===== src/rtl/frame_tx_scheduler.sv =====
// Serialises a snapshot of the game state into a byte frame for a UART transmitter.
// Optional build macro CHECKSUM_EN appends an XOR checksum of bytes 1-10 as byte 11.
module frame_tx_scheduler #(
    parameter logic [7:0]  HEADER      = 8'hA5,
    parameter logic [15:0] TIMEOUT_CYC = 16'd20000
) (
    input  logic        clk,
    input  logic        rst,
    input  logic        frame_tick,
    input  logic [11:0] pl1_posx,
    input  logic [11:0] pl1_posy,
    input  logic [11:0] ball_posx,
    input  logic [11:0] ball_posy,
    input  logic [3:0]  pl1_score,
    input  logic [3:0]  pl2_score,
    input  logic        flag_point,
    input  logic        end_game,
    input  logic        tx_ready,
    input  logic        tx_done,
    output logic [7:0]  tx_data,
    output logic        tx_start,
    output logic        busy,
    output logic        frame_done,
    output logic        overrun,
    output logic        timeout_err
);

`ifdef CHECKSUM_EN
    localparam logic [3:0] LastIdx = 4'd11;
`else
    localparam logic [3:0] LastIdx = 4'd10;
`endif

    typedef enum logic [1:0] {StIdle, StLoad, StSend, StWaitDone} state_e;

    typedef struct packed {
        logic [11:0] p1x;
        logic [11:0] p1y;
        logic [11:0] bx;
        logic [11:0] by;
        logic [3:0]  s1;
        logic [3:0]  s2;
        logic        eg;
        logic        fp;
    } snap_t;

    state_e      state_q, state_d;
    logic [3:0]  idx_q, idx_d;
    logic [15:0] tmo_q, tmo_d;
    snap_t       snap_q, snap_d;
    logic [7:0]  cur_byte;
`ifdef CHECKSUM_EN
    logic [7:0]  csum_q, csum_d;
`endif

    always_ff @(posedge clk or negedge rst) begin
        if (!rst) begin
            state_q <= StIdle;
            idx_q   <= '0;
            tmo_q   <= '0;
            snap_q  <= '0;
`ifdef CHECKSUM_EN
            csum_q  <= '0;
`endif
        end else begin
            state_q <= state_d;
            idx_q   <= idx_d;
            tmo_q   <= tmo_d;
            snap_q  <= snap_d;
`ifdef CHECKSUM_EN
            csum_q  <= csum_d;
`endif
        end
    end

    // Frame content comes only from the shadow copy, so input changes mid-frame are invisible.
    always_comb begin
        cur_byte = 8'h00;
        case (idx_q)
            4'd0:    cur_byte = HEADER;
            4'd1:    cur_byte = {4'h0, snap_q.p1x[11:8]};
            4'd2:    cur_byte = snap_q.p1x[7:0];
            4'd3:    cur_byte = {4'h0, snap_q.p1y[11:8]};
            4'd4:    cur_byte = snap_q.p1y[7:0];
            4'd5:    cur_byte = {4'h0, snap_q.bx[11:8]};
            4'd6:    cur_byte = snap_q.bx[7:0];
            4'd7:    cur_byte = {4'h0, snap_q.by[11:8]};
            4'd8:    cur_byte = snap_q.by[7:0];
            4'd9:    cur_byte = {snap_q.s1, snap_q.s2};
            4'd10:   cur_byte = {6'b0, snap_q.eg, snap_q.fp};
`ifdef CHECKSUM_EN
            4'd11:   cur_byte = csum_q;
`endif
            default: cur_byte = 8'h00;
        endcase
    end

    always_comb begin
        state_d     = state_q;
        idx_d       = idx_q;
        tmo_d       = tmo_q;
        snap_d      = snap_q;
`ifdef CHECKSUM_EN
        csum_d      = csum_q;
`endif
        tx_start    = 1'b0;
        frame_done  = 1'b0;
        timeout_err = 1'b0;

        unique case (state_q)
            StIdle: begin
                if (frame_tick) state_d = StLoad;
            end
            StLoad: begin
                snap_d.p1x = pl1_posx;
                snap_d.p1y = pl1_posy;
                snap_d.bx  = ball_posx;
                snap_d.by  = ball_posy;
                snap_d.s1  = pl1_score;
                snap_d.s2  = pl2_score;
                snap_d.eg  = end_game;
                snap_d.fp  = flag_point;
                idx_d      = '0;
`ifdef CHECKSUM_EN
                csum_d     = '0;
`endif
                state_d    = StSend;
            end
            StSend: begin
                if (tx_ready) begin
                    tx_start = 1'b1;
                    tmo_d    = '0;
                    state_d  = StWaitDone;
`ifdef CHECKSUM_EN
                    // Header and the checksum byte itself are excluded from the XOR.
                    if (idx_q != 4'd0 && idx_q != LastIdx) csum_d = csum_q ^ cur_byte;
`endif
                end
            end
            StWaitDone: begin
                if (tx_done) begin
                    if (idx_q == LastIdx) begin
                        frame_done = 1'b1;
                        state_d    = StIdle;
                    end else begin
                        idx_d   = idx_q + 4'd1;
                        state_d = StSend;
                    end
                end else if (tmo_q == TIMEOUT_CYC - 16'd1) begin
                    timeout_err = 1'b1;
                    state_d     = StIdle;
                end else begin
                    tmo_d = tmo_q + 16'd1;
                end
            end
            default: state_d = StIdle;
        endcase
    end

    assign busy    = (state_q != StIdle);
    assign overrun = frame_tick && busy;
    assign tx_data = (state_q == StSend || state_q == StWaitDone) ? cur_byte : 8'h00;

endmodule


===== config.mk =====
export PLATFORM = sky130hd
export DESIGN_NAME = frame_tx_scheduler
export DESIGN_NICKNAME = d
export VERILOG_FILES = /design/src/rtl/frame_tx_scheduler.sv
export SDC_FILE = /design/constraint.sdc
export NUM_CORES = 1
export LEC_CHECK = 0
export BUFFER_PORTS_ARGS = -buffer_cell sky130_fd_sc_hd__buf_4
export CORE_MARGIN = 3
export CORE_UTILIZATION = 45
export CTS_BUF_LIST = sky130_fd_sc_hd__clkbuf_16
export CTS_CLUSTER_SIZE = 14
export DETAILED_ROUTE_END_ITERATION = 7
export PLACE_DENSITY_LB_ADDON = 0.2
export SLEW_MARGIN = 10
export SYNTH_ARGS = -nofsm -noshare
export SYNTH_HDL_FRONTEND = slang
export SYNTH_SLANG_ARGS = --single-unit

===== constraint.sdc =====
create_clock -name clk -period 2.1 [get_ports clk]
set_input_delay 0.42 -clock clk [delete_from_list [all_inputs] [get_ports clk]]
set_output_delay 0.42 -clock clk [all_outputs]
set_load 0.01 [all_outputs]

# == Yosys cells after proc, flatten, opt, wreduce, memory -nomap -nowiden ==
# Index checks and enable logic that the tools add are counted.
# word_totals
reg_bits,80
# op_classes
addsub,2
n_eq_ne,21
muxes,23
n_reduce_logical,10
# op_table
op,n
$pmux W8 S11,1
$mux W16,3
$pmux W16 S2,1
$add A16 B1 Y16 const B,1
$eq A16 B15 Y1 const B,1
$eq A4 B3 Y1 const B,4
$eq A4 B4 Y1 const B,3
$ne A2 B2 Y1 const B,6
$mux W2,5
$eq A4 B2 Y1 const B,2
$mux W1,8
$mux W4,2
$mux W8,1
$pmux W2 S4,1
$pmux W4 S2,1
$reduce_and A3 Y1,2
$reduce_bool A2 Y1,3
$add A4 B1 Y4 const B,1
$eq A2 B2 Y1 const B,2
$eq A4 B1 Y1 const B,1
$logic_not A4 Y1,1
$reduce_and A4 Y1,1
$ne A3 B3 Y1 const B,1
$eq A2 B1 Y1 const B,1
3 further kinds,3

# == Logic depth before layout (Yosys ltp) ==
# Gate-level depths: netlist of run 1.
# logic_depth
depth_word,4
ltp_mapped,7
ltp_nobuf,6

# == Least setup slack after synthesis of run 1 ==
# No wires, ideal clock.
# synth_path
path_kind,reg2out
start,register idx_q[1]
end,output tx_data[3]
arrival_ns,1.899
required_ns,1.680
slack_ns,-0.219
path_stages_with_launch,8
path_buffers,1
cell_sequence,dfrtp_1 inv_1 ha_1 clkbuf_1 a211oi_1 o22ai_1 o21ai_1 a2111oi_0
# synth_between
elab_chain_cells,3
word_cells_on_any_way,13
# synth_lines
element,line,text
"start, declared",48,"logic [3:0] idx_q, idx_d;"
"start signal, assigned",67,idx_q <= idx_d;
$eq A4 B4 Y1 (tied with other cells),79,case (idx_q)
$pmux W8 S11 *,79,
$mux W8 *,162,assign tx_data = (state_q == StSend || state_q == StWaitDone) ? cur_byte : 8'h00;
"end, declared",20,"output logic [7:0] tx_data,"
# Mark *: on every way between the ends. The rest lies on a longest branch, timed or not.

# == Worst setup path after layout of run 1 ==
# layout_path
start,register idx_q[3]
end,output tx_data[0]
# The elaborated chain is that of the path after synthesis.

==> results of run 1 <==
==> kinds of logic (layout without fill, tap and decap cells) <==
kind of cell / after synthesis / in the layout / synth area share
buffers and inverters: 33 / 141 / 0.0350
DFF: 80 / 80 / 0.505
muxes: 62 / 62 / 0.176
and+or+nand+nor: 74 / 74 / 0.0975
adders and majority gates: 6 / 6 / 0.0189
AOI/OAI and AO/OA: 102 / 102 / 0.168
==> worst max path at each step <==
stage                         startpoint    endpoint  slack, ns
global placement    idx_q[0]$_DFFE_PN0P_  tx_data[5]      -0.04
floorplan           idx_q[1]$_DFFE_PN0P_  tx_data[5]     -0.002
detailed placement  idx_q[0]$_DFFE_PN0P_  tx_data[5]      -0.08
global route        idx_q[0]$_DFFE_PN0P_  tx_data[5]      -0.36
CTS                 idx_q[0]$_DFFE_PN0P_  tx_data[3]      -0.28
finish              idx_q[3]$_DFFE_PN0P_  tx_data[0]      -0.28
==> worst max-delay path, delay by kind of cell, from the launching register on <==
kind / cells / cell delay (ns)
DFF: 1 / 0.40
buffers and inverters: 3 / 0.47
and+or+nand+nor: 2 / 0.19
AOI/OAI and AO/OA: 2 / 0.56
==> layout make-up <==
cell class | instances | area, µm²
clock buffer | 9 | 225
clock inverter | 7 | 103
fill | 659 | 3000
inverter | 9 | 38.8
multi-input combinational | 244 | 1980
sequential | 80 | 2010
tap | 105 | 131
timing repair buffer | 116 | 903
==> power groups by stage <==
stage	registers [µW]	logic, µW	clock network, µW
after global routing	2780	3430	1820
after detailed placement	2690	2820	0
after global placement	2670	2730	0
after floorplan	2470	1870	0
final	2710	3140	1710
after CTS	2710	3040	1750
==> cell usage after synthesis (7+ instances only) <==
cell,instances
a22oi_1,10
inv_1,8
clkbuf_1,9
nand3_1,7
mux2_2,60
buf_2,12
o31ai_1,9
nand2_1,23
o21ai_0,25
nor2_1,12
dfrtp_1,80
a21oi_1,19
==> state kept, by name, indices dropped and copies added (netlist names) <==
signal	cells
idx_q	4
snap_q	58
state_q	2
tmo_q	16
==> through the flow <==
step                instance area [µm²]  hold slack, ns  total power (µW)
floorplan                          3970           0.124              4340
global placement                   4860           0.439              5410
detailed placement                 4860           0.441              5510
CTS                                5300          0.0841              7500
global route                       5380           0.104              8020
finish                             5380          0.0661              7550
==> routing by layer <==
metal / GRT usage / share of wire
met4: 0.0683 / 0.017
met5: 0 / 0
met2: 0.331 / 0.48
met3: 0.0521 / 0.048
met1: 0.273 / 0.45
==> what timing repair did <==
| action | in CTS | in global routing |
|---|---|---|
| pin swaps | 5 | 5 |
| endpoints found under the setup margin | 9 | 9 |
| gates resized for setup | 25 | 14 |
| setup buffers | 2 | 4 |
| hold buffers | 0 | 0 |
==> results.sh, run 1 <==
export IMPL_clkSlewWorstSetupHoldPaths_ns=0.06
export IMPL_yosysTopAreaCell="dfrtp_1"
export IMPL_place_gp_congestion=0.785
export IMPL_fin_crit_ns=2.38
export IMPL_async_reset_ff_frac=1.00
export IMPL_synth_top_cell_area_share=0.505
export IMPL_slowest_stage="dfrtp_1"
export IMPL_rsz0062_at_grt="yes"
export IMPL_dieArea_um2=9980
export IMPL_setup_slack_ns=-0.275
export IMPL_switchingPower_uw=2600
export IMPL_sw_frac_of_total=0.344
export IMPL_fin_skew_ns=0.00525
export IMPL_power_density_nw_per_um2=1400
export IMPL_clock_latency_ns=0.34
export IMPL_start_kind="flop"
export IMPL_p_leak_uw=0.00235
export IMPL_fin_nets=529
export IMPL_grt_pass1_vias=3233
export IMPL_cp_required_ns=1.68
export IMPL_path_cells="buf_4 -> clkinv_1 -> a32oi_1 -> nor2_1 -> a2111oi_2 -> nor2_1 -> buf_4"
export IMPL_ant_nets=0
export IMPL_synth_flop_cell="dfrtp_1"
export IMPL_drc_errors=0
export IMPL_layout_commonest_cell="buf_4"
export IMPL_synth_area_top_cells="dfrtp_1 50%, mux2_2 17%, o21ai_0 3.2%"
export IMPL_syn_inst=357
export IMPL_clockRootBuffer="clkbuf_16"
export IMPL_tns_ns=-2.01
export IMPL_grt_util_all_layers=0.206
export IMPL_clock_sinks=80
export IMPL_r2r_end="tmo_q[5]$_DFFE_PN0P_"
export IMPL_core_area_um2=8380
export IMPL_cts_tree="done"
export IMPL_fmax_mhz=421
export IMPL_io_pins=76
export IMPL_portBuffers=75
export IMPL_grt_antenna_before_repair=0
export IMPL_cp_arrival_ns=1.96
export IMPL_r2r_cells=5
export IMPL_cts_max_path_buffers=2
export IMPL_yosysSeqAreaShare=0.505
export IMPL_cts_buffers=9
export IMPL_layout_common_cells="112 x buf_4, 76 x dfrtp_1, 60 x mux2_2, 23 x nand2_1, 23 x o21ai_0"
export IMPL_relSlewSlack=0.643
export IMPL_pre_cts_ws_ns=-0.0794
export IMPL_r2r_start="tmo_q[0]$_DFFE_PN0P_"
export IMPL_hold_viol=0
export IMPL_placed_cells=548
export IMPL_period_share=1.13
export IMPL_fp_row_count=33
export IMPL_intPower_uw=4950
export IMPL_cp_max_fo=10
export IMPL_grt_max_degree=43
export IMPL_grt_pass1_wl_um=16000
export IMPL_synth_enable_flop_cells=0
export IMPL_drt_iter0_markers=189
export IMPL_start_util=0.473
export IMPL_syn_to_final_growth_pct=35.7
export IMPL_ys_ff_latch=80
export IMPL_worst_slew_pin_slew_ns=0.536
export IMPL_violations="setup timing"
export IMPL_combPwrFrac=0.416
export IMPL_critPathKind="flop to output port"
export IMPL_die_h_um=99.9
export IMPL_syn_area_um2=3970
export IMPL_p_seq_frac=0.359
export IMPL_syn_nets=426
export IMPL_endpoint_kind="output port"
export IMPL_die_x_um=99.9
export IMPL_h_tree_depth=3
export IMPL_first_pass_iters=4
export IMPL_num_vias=3253
export IMPL_wl_um=9970
export IMPL_drive_above_1_share=0.473
export IMPL_yosys_warnings=0
export IMPL_syn_avg_cell_area_um2=11.1
export IMPL_slew_violations=0
export IMPL_outcome="complete, but fails checks"
export IMPL_finalNonFillerCells=570
export IMPL_ys_types=42
export IMPL_drv_cap=0
export IMPL_setup_viol=8
export IMPL_hp_class="input pin to asynchronous set/reset pin"
export IMPL_vias_per_cell=5.71
export IMPL_dp_hpwl_um=7170
export IMPL_wl_per_cell_um=17.5
export IMPL_r2r_slack_ns=0.11
export IMPL_critPathMaxStageDelay_ns=0.40
export IMPL_clkPwrFrac=0.226
export IMPL_peakVddDrop_mv=0.534
export IMPL_fin_util=0.642
export IMPL_grt_overflow=0
export IMPL_diodes=0
No activity file was read; power rests on OpenSTA's default activity.
==> run 2: changes to the inputs <==
--- a/config.mk
+++ b/config.mk
@@ -12,6 +12,7 @@
 export CTS_CLUSTER_SIZE = 14
 export DETAILED_ROUTE_END_ITERATION = 7
 export PLACE_DENSITY_LB_ADDON = 0.2
+export SETUP_SLACK_MARGIN = 0.05
 export SLEW_MARGIN = 10
 export SYNTH_ARGS = -nofsm -noshare
 export SYNTH_HDL_FRONTEND = slang
==> run 2 against run 1 <==
- the run still ends with setup timing left
- clock skew up 0.0031 ns
- final area is 1.2% higher
- register-to-register slack improved by 0.05 ns
- global-route usage stayed put
- die area unchanged
- first-iteration DRC count fell by 20%
- largest power group unchanged
- routed wire length increased by 1.9%
- sequential share of layout area fell by 0.44 points
==> results.sh, run 2 (same netlist as run 1, synthesis figures left out) <==
export IMPL_outcome="complete, but fails checks"
export IMPL_violations="setup timing"
export IMPL_r2r_cells=5
export IMPL_io_pins=76
export IMPL_cts_tree="done"
export IMPL_peakVddDrop_mv=0.539
export IMPL_cts_buffers=9
export IMPL_largest_reg_flops=58
export IMPL_critPathKind="flop to output port"
export IMPL_setup_viol=8
export IMPL_fp_row_count=33
export IMPL_grt_pass1_vias=3233
export IMPL_drc_errors=0
export IMPL_start_util=0.473
export IMPL_clock_sinks=80
export IMPL_clkSlewWorstSetupHoldPaths_ns=0.06
export IMPL_slew_violations=0
export IMPL_layout_commonest_cell="buf_4"
export IMPL_fin_util=0.650
export IMPL_endpoint_kind="output port"
export IMPL_power_density_nw_per_um2=1410
export IMPL_die_x_um=99.9
export IMPL_h_tree_depth=3
export IMPL_reg_top3="snap_q: 58 flops, tmo_q: 16 flops, idx_q: 4 flops"
export IMPL_postCtsHoldBufs=0
export IMPL_cp_required_ns=1.68
export IMPL_grt_overflow=0
export IMPL_relSlewSlack=0.647
export IMPL_cp_arrival_ns=2.01
export IMPL_setup_slack_ns=-0.329
export IMPL_hold_slack_ns=0.0608
export IMPL_drt_iter0_markers=151
export IMPL_grt_max_degree=43
export IMPL_drive_above_1_share=0.496
export IMPL_rsz0062_at_grt="yes"
export IMPL_wl_um=10200
export IMPL_dp_hpwl_um=7170
export IMPL_portBuffers=75
export IMPL_ant_nets=0
export IMPL_grt_antenna_before_repair=0
export IMPL_dieArea_um2=9980
export IMPL_die_h_um=99.9
export IMPL_fillerInstances=650
export IMPL_period_share=1.16
export IMPL_worst_slew_pin_slew_ns=0.529
export IMPL_fin_nets=532
export IMPL_fmax_mhz=412
export IMPL_syn_to_final_growth_pct=37.4
export IMPL_num_vias=3282
export IMPL_drv_cap=0
export IMPL_fin_crit_ns=2.43
export IMPL_hp_class="input pin to asynchronous set/reset pin"
export IMPL_vias_per_cell=5.73
export IMPL_grt_pass1_wl_um=16000
export IMPL_wl_per_cell_um=17.7
export IMPL_cts_max_path_buffers=2
export IMPL_cp_max_fo=7
export IMPL_place_gp_congestion=0.785
export IMPL_clockRootBuffer="clkbuf_16"
export IMPL_regArea_um2=2010
export IMPL_p_leak_uw=0.00237
export IMPL_start_kind="flop"
export IMPL_clock_latency_ns=0.34
export IMPL_first_pass_iters=5
export IMPL_core_area_um2=8380
export IMPL_fin_skew_ns=0.00838
export IMPL_layout_common_cells="113 x buf_4, 76 x dfrtp_1, 60 x mux2_2, 23 x nand2_1, 23 x o21ai_0"
export IMPL_multi_input_area_um2=2010
export IMPL_grt_util_all_layers=0.206
export IMPL_diodes=0
export IMPL_hold_viol=0
export IMPL_regMostFlops="snap_q"
==> run 2: metrics by stage <==
| stage | std cells | instance area (µm²) | total power [µW] | setup TNS (ns) | setup WS [ns] |
|---|---|---|---|---|---|
| final | 573 | 5450 | 7660 | -2.43 | -0.329 |
| after global placement | 548 | 4860 | 5410 | -0.0941 | -0.0354 |
| after global routing | 573 | 5450 | 8110 | -2.94 | -0.380 |
| after CTS | 566 | 5300 | 7500 | -2.13 | -0.284 |
| after floorplan | 357 | 3970 | 4340 | -0.00443 | -0.00221 |
| after detailed placement | 548 | 4860 | 5510 | -0.370 | -0.0794 |
==> run 2: cell type report <==
class,count,share of cell area
clock inverters,7,0.0188
clock buffers,9,0.0413
multi-input cells,244,0.369
flip-flops and latches,80,0.368
well taps,105,0.0241
repair buffers,119,0.171
inverters,9,0.00712
==> run 2: path summary, 6_finish.rpt <==
path	end	slack (ns)	startpoint
hold reg to reg	snap_q[16]$_DFFE_PN0P_	0.51	snap_q[16]$_DFFE_PN0P_
hold / removal	snap_q[45]$_DFFE_PN0P_	0.06	rst
setup reg to reg	tmo_q[14]$_DFFE_PN0P_	0.16	tmo_q[0]$_DFFE_PN0P_
max in group asynchronous	idx_q[1]$_DFFE_PN0P_	1.47	rst
setup / recovery	tx_data[0]	-0.33	idx_q[0]$_DFFE_PN0P_
min in group clk	state_q[0]$_DFFE_PN0P_	0.31	frame_tick
==> run 2: critical path, stage by stage, from the launching register on <==
cell and delay, ns:
dfrtp_2 0.47, inv_4 0.07, ha_4 0.20, a211oi_2 0.21, o22ai_1 0.10, o21ai_1 0.17, buf_4 0.21, nor2_1 0.08
buf_4 0.15
==> run 2: layer usage <==
metal,vias to the layer above,GRT usage,wire length [µm]
met5,-,0,0
met4,0,0.0683,197
met3,18,0.0521,452
met2,83,0.331,4960
met1,1634,0.273,4540
li1,1547,-,-
==> run 2: repair_timing <==
item | 4_1_cts | 5_1_grt
gates cloned | 0 | 0
pin swaps | 5 | 10
endpoints found under the setup margin | 10 | 12
buffers inserted | 2 | 7
resized for setup | 26 | 24
==> run 2: report_power, final <==
group          switching [µW]  internal, µW
Clock                     657          1060
Sequential                504          2200
Combinational            1510          1730
Total                    2670          5000
==> run 3: changes to the inputs <==
--- a/config.mk
+++ b/config.mk
@@ -6,12 +6,15 @@
 export NUM_CORES = 1
 export LEC_CHECK = 0
 export BUFFER_PORTS_ARGS = -buffer_cell sky130_fd_sc_hd__buf_4
+export CELL_PAD_IN_SITES_DETAIL_PLACEMENT = 2
+export CELL_PAD_IN_SITES_GLOBAL_PLACEMENT = 2
 export CORE_MARGIN = 3
-export CORE_UTILIZATION = 45
+export CORE_UTILIZATION = 36
 export CTS_BUF_LIST = sky130_fd_sc_hd__clkbuf_16
 export CTS_CLUSTER_SIZE = 14
 export DETAILED_ROUTE_END_ITERATION = 7
 export PLACE_DENSITY_LB_ADDON = 0.2
+export RECOVER_POWER = 50
 export SETUP_SLACK_MARGIN = 0.05
 export SLEW_MARGIN = 10
 export SYNTH_ARGS = -nofsm -noshare
==> run 3 against run 2 <==
- sequential power up 2%
- clock skew fell by 0.0032 ns
- clock-buffer cell count did not move
- highest routed layer unchanged
- via count increased by 5.9%
- the run still ends with setup timing left
- setup slack got worse by 0.088 ns
- global-route usage is 3.1 points higher
- worst hold slack better by 0.23 ns
==> results.sh, run 3 (same netlist as run 1, synthesis figures left out) <==
export IMPL_outcome="complete, but fails checks"
export IMPL_violations="setup timing"
export IMPL_slowest_stage="dfrtp_2"
export IMPL_wl_um=15200
export IMPL_io_pins=76
export IMPL_drv_cap=0
export IMPL_first_pass_iters=4
export IMPL_drive_above_1_share=0.514
export IMPL_vias_per_cell=5.67
export IMPL_reg_top3="snap_q: 58 flops, tmo_q: 16 flops, idx_q: 4 flops"
export IMPL_grt_use_met3=0.0568
export IMPL_slew_violations=0
export IMPL_cts_buffers=9
export IMPL_cp_num_buf_inv=3
export IMPL_place_gp_congestion=0.773
export IMPL_start_kind="flop"
export IMPL_layout_commonest_cell="buf_4"
export IMPL_clkSlewWorstSetupHoldPaths_ns=0.06
export IMPL_gr_usage_met2=0.430
export IMPL_hold_depth=3
export IMPL_hp_class="input pin to flop"
export IMPL_cp_required_ns=1.68
export IMPL_fmax_mhz=397
export IMPL_clock_sinks=80
export IMPL_critPathKind="flop to output port"
export IMPL_cts_max_path_buffers=2
export IMPL_clock_latency_ns=0.35
export IMPL_dieArea_um2=12300
export IMPL_grt_util_all_layers=0.237
export IMPL_fp_row_count=37
export IMPL_setup_viol=9
export IMPL_drt_iter0_markers=166
export IMPL_die_x_um=111
export IMPL_cp_max_fo=5
export IMPL_core_area_um2=10500
export IMPL_diodes=0
export IMPL_ant_nets=0
export IMPL_relSlewSlack=0.237
export IMPL_grt_pass1_wl_um=22900
export IMPL_cp_top_family="compound AO/OA/AOI/OAI gates"
export IMPL_syn_to_final_growth_pct=40.5
export IMPL_fin_util=0.530
export IMPL_setup_slack_ns=-0.417
export IMPL_grt_overflow=0
export IMPL_fin_skew_ns=0.00514
export IMPL_r2r_cells=6
export IMPL_cp_arrival_ns=2.10
export IMPL_die_h_um=111
export IMPL_drc_errors=0
export IMPL_layout_common_cells="116 x buf_4, 74 x dfrtp_1, 60 x mux2_2, 23 x nand2_1, 23 x o21ai_0"
export IMPL_start_util=0.377
export IMPL_cts_tree="done"
export IMPL_power_density_nw_per_um2=1460
export IMPL_portBuffers=75
export IMPL_h_tree_depth=3
export IMPL_dp_hpwl_um=9600
export IMPL_peakVddDrop_mv=0.795
export IMPL_grt_most_used_layer="met2"
export IMPL_grt_pass1_vias=4020
export IMPL_wl_per_cell_um=24.8
export IMPL_pre_cts_ws_ns=-0.189
export IMPL_path_cells="buf_6 -> ha_4 -> buf_4 -> a31o_2 -> a2111oi_2 -> nor2_1 -> buf_4"
export IMPL_grt_antenna_before_repair=0
export IMPL_period_share=1.20
export IMPL_rsz0062_at_grt="yes"
export IMPL_largest_reg_flops=58
export IMPL_cpMostUsedCell="buf_4"
export IMPL_num_vias=3474
export IMPL_endpoint_kind="output port"
export IMPL_clockRootBuffer="clkbuf_16"
export IMPL_grt_use_met1=0.281
export IMPL_p_leak_uw=0.00242
export IMPL_hold_viol=0
export IMPL_cp_depth=7
export IMPL_fin_crit_ns=2.52
export IMPL_grt_max_degree=81
export IMPL_regMostFlops="snap_q"
export IMPL_critPathMaxStageDelay_ns=0.48
export IMPL_worst_slew_pin_slew_ns=1.14
export IMPL_fin_nets=542
==> run 3: layer usage <==
metal,vias up,routed length [µm]
met5,-,0
met4,0,314
met3,22,581
met2,92,8200
met1,1801,6140
li1,1559,-
==> run 3: area by class of cell <==
class,instances,area (µm²)
Clock buffer,9,225
Clock inverter,6,76.3
Fill cell,1059,4940
Inverter,9,38.8
Multi-Input combinational cell,244,2050
Sequential cell,80,2010
Tap cell,136,170
Timing Repair Buffer,129,1010
==> run 3: power breakdown <==
group / switching, µW / total [µW] / internal, µW
Clock: 629 / 1650 / 1020
Sequential: 567 / 2770 / 2210
Combinational: 1830 / 3690 / 1850
==> run 3: repair_timing <==
item / in CTS / in global routing
resized for setup: 32 / 33
endpoints found under the setup margin: 11 / 14
pin swaps: 4 / 17
endpoints found under the hold margin: 0 / 0
hold buffers: 0 / 0
setup buffers: 6 / 6
==> run 3: path summary, 6_finish.rpt <==
kind / to / slack [ns] / start
max: tx_data[0] / -0.42 / idx_q[0]$_DFFE_PN0P_
max reg2reg: tmo_q[14]$_DFFE_PN0P_ / 0.05 / tmo_q[9]$_DFFE_PN0P_
min: state_q[0]$_DFFE_PN0P_ / 0.30 / frame_tick
min reg2reg: snap_q[28]$_DFFE_PN0P_ / 0.51 / snap_q[28]$_DFFE_PN0P_
max in group asynchronous: state_q[0]$_DFFE_PN0P_ / 0.86 / rst
min in group asynchronous: tmo_q[9]$_DFFE_PN0P_ / 0.41 / rst
==> run 3: tightest hold or removal path, delay by kind of cell <==
| kind | cells | cell delay (ns) |
|---|---|---|
| buffers and inverters | 1 | 0.08 |
| AND/OR/NAND/NOR | 1 | 0.06 |
| AO/OA/AOI/OAI | 1 | 0.05 |
==> run 3: through the flow <==
| stage | std cells | TNS [ns] | area [µm²] | power, µW | hold slack [ns] |
|---|---|---|---|---|---|
| after floorplan | 357 | -0.00443 | 3970 | 4340 | 0.124 |
| after global placement | 586 | -0.102 | 4950 | 5500 | 0.469 |
| after detailed placement | 586 | -1.00 | 4950 | 5760 | 0.489 |
| after CTS | 607 | -2.78 | 5420 | 7720 | 0.117 |
| after global routing | 613 | -3.83 | 5570 | 8580 | 0.299 |
| final | 613 | -3.12 | 5570 | 8110 | 0.295 |
